File: src/rtl/new_means_sequencer.sv
// Centroid-update sequencer for the new-means block.
// Steps every centroid through divide, compare and write-back.
module new_means_sequencer #(
  parameter int          centroid_num    = 8,
  parameter int          cordinate_width = 13,
  parameter int          dataWidth       = 91,
  parameter int          addrWidth       = 8,
  parameter int          cent_base_addr  = 0,
  parameter int          div_latency     = 2,
  parameter int unsigned move_thresh     = 0
) (
  input  logic                 clk,
  input  logic                 rst_n,
  input  logic                 start,
  output logic                 busy,
  output logic                 done,
  output logic                 converged,
  output logic [7:0]           empty_mask,
  output logic [2:0]           cent_cnt,
  output logic                 divider_en,
  input  logic                 divide_by_0,
  input  logic [dataWidth-1:0] new_centroid,
  output logic                 mem_re,
  output logic                 mem_we,
  output logic [addrWidth-1:0] mem_addr,
  output logic [dataWidth-1:0] mem_wdata,
  input  logic [dataWidth-1:0] mem_rdata
);

  localparam int NCoord = 7;
  localparam int CntW = (div_latency > 1) ? $clog2(div_latency) : 1;
  localparam logic [CntW-1:0] LastCnt = CntW'(div_latency - 1);
  localparam logic [2:0] LastCent = 3'(centroid_num - 1);

  typedef enum logic [2:0] {
    IDLE,
    CALC,
    CMP,
    WRITE,
    DONE
  } state_e;

  state_e               state_q, state_d;
  logic [CntW-1:0]      cnt_q, cnt_d;
  logic [2:0]           cent_q, cent_d;
  logic                 busy_q, busy_d;
  logic                 done_q, done_d;
  logic                 conv_q, conv_d;
  logic [7:0]           empty_q, empty_d;
  logic                 moved_q, moved_d;
  logic                 div_en_q, div_en_d;
  logic                 re_q, re_d;
  logic                 we_q, we_d;
  logic [addrWidth-1:0] addr_q, addr_d;
  logic [dataWidth-1:0] wdata_q, wdata_d;
  logic [dataWidth-1:0] newc_q, newc_d;
  logic                 dz_q, dz_d;

  // Widen by one bit so the signed difference can never overflow.
  function automatic logic moved_f(
    input logic [dataWidth-1:0] a,
    input logic [dataWidth-1:0] b
  );
    logic signed [cordinate_width:0] x;
    logic signed [cordinate_width:0] y;
    logic signed [cordinate_width:0] d;
    logic [cordinate_width:0]        m;
    logic                            r;
    r = 1'b0;
    for (int i = 0; i < NCoord; i++) begin
      x = {a[i*cordinate_width+cordinate_width-1],
           a[i*cordinate_width +: cordinate_width]};
      y = {b[i*cordinate_width+cordinate_width-1],
           b[i*cordinate_width +: cordinate_width]};
      d = x - y;
      m = d[cordinate_width] ? $unsigned(-d) : $unsigned(d);
      if (32'(m) > move_thresh) r = 1'b1;
    end
    return r;
  endfunction

  always_ff @(posedge clk or negedge rst_n) begin
    if (!rst_n) begin
      state_q  <= IDLE;
      cnt_q    <= '0;
      cent_q   <= '0;
      busy_q   <= 1'b0;
      done_q   <= 1'b0;
      conv_q   <= 1'b0;
      empty_q  <= '0;
      moved_q  <= 1'b0;
      div_en_q <= 1'b0;
      re_q     <= 1'b0;
      we_q     <= 1'b0;
      addr_q   <= '0;
      wdata_q  <= '0;
      newc_q   <= '0;
      dz_q     <= 1'b0;
    end else begin
      state_q  <= state_d;
      cnt_q    <= cnt_d;
      cent_q   <= cent_d;
      busy_q   <= busy_d;
      done_q   <= done_d;
      conv_q   <= conv_d;
      empty_q  <= empty_d;
      moved_q  <= moved_d;
      div_en_q <= div_en_d;
      re_q     <= re_d;
      we_q     <= we_d;
      addr_q   <= addr_d;
      wdata_q  <= wdata_d;
      newc_q   <= newc_d;
      dz_q     <= dz_d;
    end
  end

  always_comb begin
    state_d  = state_q;
    cnt_d    = cnt_q;
    cent_d   = cent_q;
    conv_d   = conv_q;
    empty_d  = empty_q;
    moved_d  = moved_q;
    addr_d   = addr_q;
    wdata_d  = wdata_q;
    newc_d   = newc_q;
    dz_d     = dz_q;
    busy_d   = 1'b0;
    done_d   = 1'b0;
    div_en_d = 1'b0;
    re_d     = 1'b0;
    we_d     = 1'b0;

    unique case (state_q)
      IDLE: begin
        if (start) begin
          state_d = CALC;
          cnt_d   = '0;
          cent_d  = '0;
          empty_d = '0;
          moved_d = 1'b0;
          conv_d  = 1'b0;
        end
      end
      CALC: begin
        if (cnt_q == LastCnt) begin
          newc_d  = new_centroid;
          dz_d    = divide_by_0;
          state_d = CMP;
        end else begin
          cnt_d = cnt_q + CntW'(1);
        end
      end
      CMP: begin
        if (!dz_q && moved_f(newc_q, mem_rdata)) moved_d = 1'b1;
        state_d = WRITE;
      end
      WRITE: begin
        if (dz_q) empty_d[cent_q] = 1'b1;
        if (cent_q == LastCent) begin
          state_d = DONE;
          conv_d  = !moved_q;
        end else begin
          cent_d  = cent_q + 3'd1;
          cnt_d   = '0;
          state_d = CALC;
        end
      end
      DONE: begin
        state_d = IDLE;
      end
      default: begin
        state_d = IDLE;
      end
    endcase

    // Outputs are registered from the next state, so they are Moore.
    busy_d   = (state_d != IDLE);
    done_d   = (state_d == DONE);
    div_en_d = (state_d == CALC);
    re_d     = (state_d == CALC) && (cnt_d == LastCnt);
    we_d     = (state_d == WRITE) && !dz_d;
    if (re_d || we_d) begin
      addr_d = addrWidth'(cent_base_addr) + addrWidth'(cent_d);
    end
    if (we_d) wdata_d = newc_q;
  end

  assign busy       = busy_q;
  assign done       = done_q;
  assign converged  = conv_q;
  assign empty_mask = empty_q;
  assign cent_cnt   = cent_q;
  assign divider_en = div_en_q;
  assign mem_re     = re_q;
  assign mem_we     = we_q;
  assign mem_addr   = addr_q;
  assign mem_wdata  = wdata_q;

endmodule

File: config.mk
export PLATFORM = sky130hd
export DESIGN_NAME = new_means_sequencer
export DESIGN_NICKNAME = d
export VERILOG_FILES = /design/src/rtl/new_means_sequencer.sv
export SDC_FILE = /design/constraint.sdc
export NUM_CORES = 1
export LEC_CHECK = 0
export BUFFER_PORTS_ARGS = -buffer_cell sky130_fd_sc_hd__buf_2
export CORE_MARGIN = 5
export CORE_UTILIZATION = 61
export DETAILED_ROUTE_END_ITERATION = 8
export MAX_ROUTING_LAYER = met4
export PLACE_DENSITY = 0.95
export SYNTH_ARGS = -nofsm -noshare
export SYNTH_HDL_FRONTEND = slang
export SYNTH_SLANG_ARGS = --single-unit
File: constraint.sdc
create_clock -name clk -period 12.9 [get_ports clk]
set_clock_uncertainty 0.15 [all_clocks]
set_input_delay 0.645 -clock clk [delete_from_list [all_inputs] [get_ports clk]]
set_output_delay 0.645 -clock clk [all_outputs]
set_load 0.01 [all_outputs]
==> results of run 1 <==
-- metal layers --
layer,up-vias,routed length [microns]
li1,6799,-
met5,-,0
met4,0,1340
met1,6883,18200
met3,102,3110
met2,595,20300
-- metrics by stage --
stage | total power, mW | hold slack, ns | cell area [sq um]
floorplan | 3.65 | 0.199 | 15000
global placement | 4.42 | 0.302 | 16700
detailed placement | 4.55 | 0.307 | 16700
CTS | 5.26 | 0.146 | 17500
global route | 5.71 | 0.182 | 17500
finish | 5.30 | 0.0724 | 17500
-- power by group --
| part | leakage (nW) | switching [mW] | internal (mW) | total (mW) |
|---|---|---|---|---|
| Combinational | 5.75 | 2.05 | 1.36 | 3.41 |
| Clock | 0.376 | 0.272 | 0.405 | 0.677 |
| Sequential | 2.55 | 0.245 | 0.973 | 1.22 |
-- worst register-to-register path: stages (launching register included) --
cell and delay, ns:
dfrtp_1 0.36, inv_1 0.08, ha_1 0.24, inv_1 0.07
fa_1 0.45, a21o_1 0.23, a311oi_1 0.44, or4b_1 0.19
o311ai_1 0.18, or4_1 0.55, a2111oi_0 0.60, nand4_1 0.17
or4_1 0.50, nor4_1 0.31, a41oi_1 0.17
-- final timing paths --
path | start | to | slack, ns | depth (start not counted)
max in group asynchronous | rst_n | newc_q[38] | 11.03 | 2
min reg2reg | cnt_q | mem_re | 0.32 | 1
min in group clk | new_centroid[78] | newc_q[78] | 0.18 | 3
max | newc_q[13] | moved_q | 8.10 | 14
min | rst_n | mem_wdata[0] | 0.07 | 1
max reg2reg | newc_q[13] | moved_q | 8.10 | 14
-- sequential cells by signal, summed over array words and instances (netlist names) --
| signal | count |
|---|---|
| busy | 1 |
| cent_cnt | 3 |
| cnt_q | 1 |
| converged | 1 |
| divider_en | 1 |
| done | 1 |
| dz_q | 1 |
| empty_mask | 8 |
| mem_addr | 3 |
| mem_re | 1 |
| mem_wdata | 91 |
| mem_we | 1 |
| moved_q | 1 |
| newc_q | 91 |
| state_q | 3 |
-- logic make-up after synthesis --
kind of cell | share of synthesized area
AO/OA/AOI/OAI | 0.195
XOR/XNOR | 0.0379
adder cells (fa/ha/maj) | 0.0859
buffers and inverters | 0.0505
flip-flops | 0.346
multiplexers | 0.0727
other | 0.000250
AND/OR/NAND/NOR | 0.211
-- synth_stat cells (12+ instances only) --
| library cell | count |
|---|---|
| nor3_1 | 27 |
| ha_1 | 92 |
| o21a_1 | 22 |
| xnor2_1 | 37 |
| nand4_1 | 12 |
| o21ai_0 | 72 |
| nand2b_1 | 25 |
| or2_2 | 12 |
| mux2_2 | 88 |
| nor2_1 | 90 |
| xor2_1 | 28 |
| nand3_1 | 44 |
| a31oi_1 | 14 |
| a211oi_1 | 23 |
| a21oi_1 | 85 |
| o211ai_1 | 19 |
| nand2_1 | 335 |
| clkbuf_1 | 51 |
| dfrtp_1 | 208 |
| a211o_1 | 12 |
| a21o_1 | 24 |
| inv_1 | 129 |
| nor2b_1 | 22 |
| nor4_1 | 18 |
-- cell usage in the layout (no fill, tap or decap), types with 24 or more instances in the layout --
| cell type | n |
|---|---|
| nor3_1 | 27 |
| ha_1 | 92 |
| xnor2_1 | 37 |
| a21o_1 | 24 |
| inv_1 | 128 |
| dfrtp_1 | 208 |
| mux2_2 | 88 |
| xor2_1 | 28 |
| nor2_1 | 90 |
| buf_2 | 295 |
| nand2_1 | 335 |
| nand3_1 | 43 |
| a21oi_1 | 85 |
| nand2b_1 | 25 |
| o21ai_0 | 72 |
-- layout make-up --
cell class / instances / area (sq um)
Tap cell: 324 / 405
Sequential cell: 208 / 5200
Multi-Input combinational cell: 1361 / 9090
Inverter: 129 / 484
Clock buffer: 29 / 628
Clock inverter: 9 / 139
Fill cell: 1838 / 6830
Timing Repair Buffer: 302 / 1540
==> reports/results.ini, run 1 <==
[layout]
finish.utilization = 0.719
layout-drive-gt1-share = 0.224
syn2layout_area_growth_pct = 16.4
nets = 2310
antennaDiodeCount = 0
fin_cells = 2362

[sta]
rsz0062_at_grt = no
setup_violations = 0
drv_slew = 0
slew-limit-headroom = 0.295
hold_viol = 0
period_share = 0.372
tightest_slew_ns = 1.06
final.setup.tns_ns = 0
fin_crit_ns = 4.80
layout_setup_ws_ns = 8.10
max_freq_ghz = 0.208

[pwr]
ir_drop_mv = 0.163
leakage_nw = 8.67
power.density_nw_per_um2 = 303

[synthesis]
yosysTopAreaCellShare = 0.346
syn_area_per_cell_sq_um = 8.54
synth_cell_types = 88
ys_top_cells_by_area = dfrtp_1, nand2_1, ha_1
synth-seq-area-share = 0.346
yosys_register_bits = 208
ys.flop_type = dfrtp_1
syn-cell-area_sq_um = 15000
yosysTopAreaCell = dfrtp_1
yosys_warnings = 0
ys_async_sr_fraction = 1.00
synth_edf_count = 0
synthCells = 1760

[global_routing]
gr-usage-met1 = 0.387
grt_usage = 0.304
grtUsageMet2 = 0.501
antenna_found_initial = 0
grt_max_degree = 136
use_met3 = 0.0476
grt_pass1_vias = 14100
busiest_layer = met2
grt_pass1_wl_mm = 69.6
grt_overflow = 0

[clocking]
clk_latency_ns = 0.52
cts_resized = 0
tritoncts = done
clock_sinks = 208
postCtsSetupRepairBufs = 0
cts-root-buf = clkbuf_16
path_clk_slew_ns = 0.07
cts_hold_buf = 0
cts_buffer_depth = 3
cts_made_buffers = 23
htreeDepth = 1

[critical_path]
cp_top_family = simple AND/OR/NAND/NOR gates
arrival_ns = 5.03
cp-end-kind = register
startpoint_type = register
required_ns = 13.13
crit_type = register to register
cpMaxStageDelayCell = a2111oi_0
max_stage_delay_ns = 0.60
crit_path_cell_trace = inv_1 > ha_1 > inv_1 > fa_1 > a21o_1 > a311oi_1 > or4b_1 > o311ai_1 > or4_1 > a2111oi_0 > nand4_1 > or4_1 > nor4_1 > a41oi_1
cp_max_fo = 4
cp_num_buf_inv = 2

[place]
place_ws_ns = 7.86
place_inst = 2324
hpwl_mm = 33.1
io_buffer_count = 296
gp_congestion = 0.945

[die]
rows = 57
top_level_ports = 302
die_y_microns = 167
start_util = 0.618
dieWidth_microns = 167
core_area_sq_um = 24300
die-area_sq_um = 27900

[routing]
vias = 14400
drc = 0
wl_mm = 42.9
avgViaCountPerCell = 6.09
first_pass_iters = 6
ant_nets = 0
wire_per_inst_microns = 18.2
drt_iter0_drc = 1337

[flow_run]
drv_cap = 0

[hold_path]
min_path_type = primary input to async pin

[status]
outcome = complete, no violations

No activity file was read; power rests on OpenSTA's default activity.
==> run 2, diff against run 1 <==
CORE_UTILIZATION = 51   (was 61)
PLACE_DENSITY = 0.89   (was 0.95)
clock period = 4 ns   (was 12.9 ns; I/O delays follow)
==> run 2 against run 1 <==
Effect of this change: cell area is 12% higher; worst hold slack gained 0.12 ns; combinational power rose to 3.7 times the previous value; die area is 18% higher; total power rose to 3.6 times the previous value; routed wire length grew 13%; largest cell class unchanged; register-to-register slack got worse by 8.1 ns; the run now ends with negative setup slack left; largest power group unchanged.
==> reports/results.ini, run 2 (same netlist as run 1, synthesis figures left out) <==
[flow_run]
drv_cap = 0  ; unchanged

[clocking]
clock_sinks = 208  ; unchanged
cts-root-buf = clkbuf_16  ; unchanged
htreeDepth = 1  ; unchanged
clk_latency_ns = 0.51  ; was 0.52 ns
path_clk_slew_ns = 0.06  ; was 0.07 ns
cts_made_buffers = 23  ; unchanged
tritoncts = done  ; unchanged
cts_buffer_depth = 3  ; unchanged

[routing]
wl_mm = 48.5  ; was 42.9 mm
vias = 15400  ; was 14400
ant_nets = 0  ; unchanged
first_pass_iters = 7  ; was 6
wire_per_inst_microns = 18.4  ; was 18.2 microns
drc = 0  ; unchanged
avgViaCountPerCell = 5.84  ; was 6.09
drt_iter0_drc = 1351  ; was 1337

[status]
violations = negative setup slack
outcome = complete, but fails checks  ; was complete, no violations

[layout]
fill_cells = 2153  ; was 1838
final_cell_mix = nand2_1, buf_2, dfrtp_1  ; unchanged
nets = 2517  ; was 2310
multi_input_area_sq_um = 9280  ; was 9090 sq um
layout_commonest_cell = nand2_1  ; unchanged
finish.utilization = 0.678  ; was 0.719
seqCellArea_sq_um = 5200  ; unchanged
fin_cells = 2638  ; was 2362
layout-drive-gt1-share = 0.268  ; was 0.224
syn2layout_area_growth_pct = 30.6  ; was 16.4%

[die]
top_level_ports = 302  ; unchanged
die_y_microns = 182  ; was 167 microns
die-area_sq_um = 33000  ; was 27900 sq um
dieWidth_microns = 182  ; was 167 microns
start_util = 0.519  ; was 0.618
core_area_sq_um = 28900  ; was 24300 sq um
rows = 62  ; was 57

[critical_path]
r2r_cells = 16  ; was 14
cp_num_buf_inv = 4  ; was 2
startpoint = newc_q[52]  ; was newc_q[13]
regToRegEndpoint = moved_q  ; unchanged
arrival_ns = 4.25  ; was 5.03 ns
rrSetupSlack_ns = -0.03  ; was 8.10 ns
cp_max_fo = 5  ; was 4
cpMaxStageDelayCell = fa_1  ; was a2111oi_0
startpoint_type = register  ; unchanged
crit_path_cell_trace = inv_1 > ha_1 > inv_1 > fa_1 > a211oi_2 > buf_4 > o21ai_0 > buf_4 > a31o_2 > a21oi_1 > xnor2_1 > and4_1 > a2111oi_1 > o2111ai_1 > nor4_1 > a41oi_1  ; was inv_1 > ha_1 > inv_1 > fa_1 > a21o_1 > a311oi_1 > or4b_1 > o311ai_1 > or4_1 > a2111oi_0 > nand4_1 > or4_1 > nor4_1 > a41oi_1
cp-end-kind = register  ; unchanged
cp_top_family = compound AO/OA/AOI/OAI gates  ; was simple AND/OR/NAND/NOR gates
crit_type = register to register  ; unchanged
rr_startpoint = newc_q[52]  ; was newc_q[13]
max_stage_delay_ns = 0.43  ; was 0.60 ns
required_ns = 4.22  ; was 13.13 ns

[sta]
fin_crit_ns = 4.03  ; was 4.80 ns
final.setup.tns_ns = -0.0267  ; was 0 ns
tightest_slew_ns = 1.18  ; was 1.06 ns
max_freq_ghz = 0.248  ; was 0.208 GHz
setup_violations = 1  ; was 0
hold_viol = 0  ; unchanged
period_share = 1.01  ; was 0.372
layout_setup_ws_ns = -0.0267  ; was 8.10 ns
slew-limit-headroom = 0.214  ; was 0.295
drv_slew = 0  ; unchanged
rsz0062_at_grt = yes  ; was no

[hold_path]
min_path_type = primary input to async pin  ; unchanged

[global_routing]
grt_overflow = 0  ; unchanged
grt_pass1_wl_mm = 78.3  ; was 69.6 mm
antenna_found_initial = 6  ; was 0
grt_usage = 0.290  ; was 0.304
grt_max_degree = 102  ; was 136
grt_pass1_vias = 15300  ; was 14100

[pwr]
leakage_nw = 9.66  ; was 8.67 nW
ir_drop_mv = 0.480  ; was 0.163 mV
power.density_nw_per_um2 = 964  ; was 303 nW/um^2

[place]
io_buffer_count = 296  ; unchanged
gp_congestion = 0.960  ; was 0.945
hpwl_mm = 34.3  ; was 33.1 mm
place_ws_ns = -0.422  ; was 7.86 ns
place_inst = 2493  ; was 2324

run 2: changes by cell type in the layout (fill, tap and decap cells not counted), sizes merged:
| cell | previous run | this run |
|---|---|---|
| clkinvlp | 1 | 0 |
| bufinv | 3 | 5 |
| dlygate4sd3 | 0 | 94 |
| inv | 132 | 129 |
| clkbuf | 29 | 30 |
| diode | 0 | 6 |
| buf | 302 | 415 |
| clkinv | 2 | 6 |
run 2: how the worst max path moves through the flow:
stage / endpoint / slack (ns) / cells past startpoint
after global routing: moved_q / -0.25 / 16
after floorplan: moved_q / 0.03 / 15
final: moved_q / -0.03 / 16
after CTS: moved_q / 0.001 / 16
after detailed placement: moved_q / -0.42 / 16
after global placement: moved_q / -0.28 / 16
run 2: routing by layer:
layer,track usage,vias to the layer above,share of wire
met5,-,-,0
met4,0.0874,0,0.031
met3,0.0406,119,0.071
met2,0.481,652,0.48
met1,0.371,7394,0.41
li1,-,7230,-
run 2: where the power goes:
part / internal [mW] / switching (mW)
clock: 1.45 / 0.896
combinational: 5.41 / 7.19
sequential: 3.14 / 0.825
run 2: area by class of cell:
| type | count | area share |
|---|---|---|
| well taps | 384 | 0.0245 |
| diodes | 6 | 0.000765 |
| clock buffers | 30 | 0.0327 |
| repair buffers | 509 | 0.170 |
| inverters | 129 | 0.0247 |
| flip-flops and latches | 208 | 0.265 |
| multi-input cells | 1361 | 0.473 |
| clock inverters | 11 | 0.00937 |
run 2: through the flow:
stage                     cell area, sq um  power (mW)  hold WS (ns)
after floorplan                      15000        11.8        -0.246
after global placement               17600        15.5         0.152
after detailed placement             17600        15.8         0.162
after CTS                            19500        18.5         0.215
after global routing                 19600        20.3         0.265
final                                19600        18.9         0.188
run 2: repair_timing:
action | CTS | global route
endpoints found under the hold margin | 193 | 0
resized for setup | 22 | 15
setup buffers | 2 | 2
hold buffers | 94 | 0
pin swaps | 9 | 6
endpoints found under the setup margin | 1 | 1
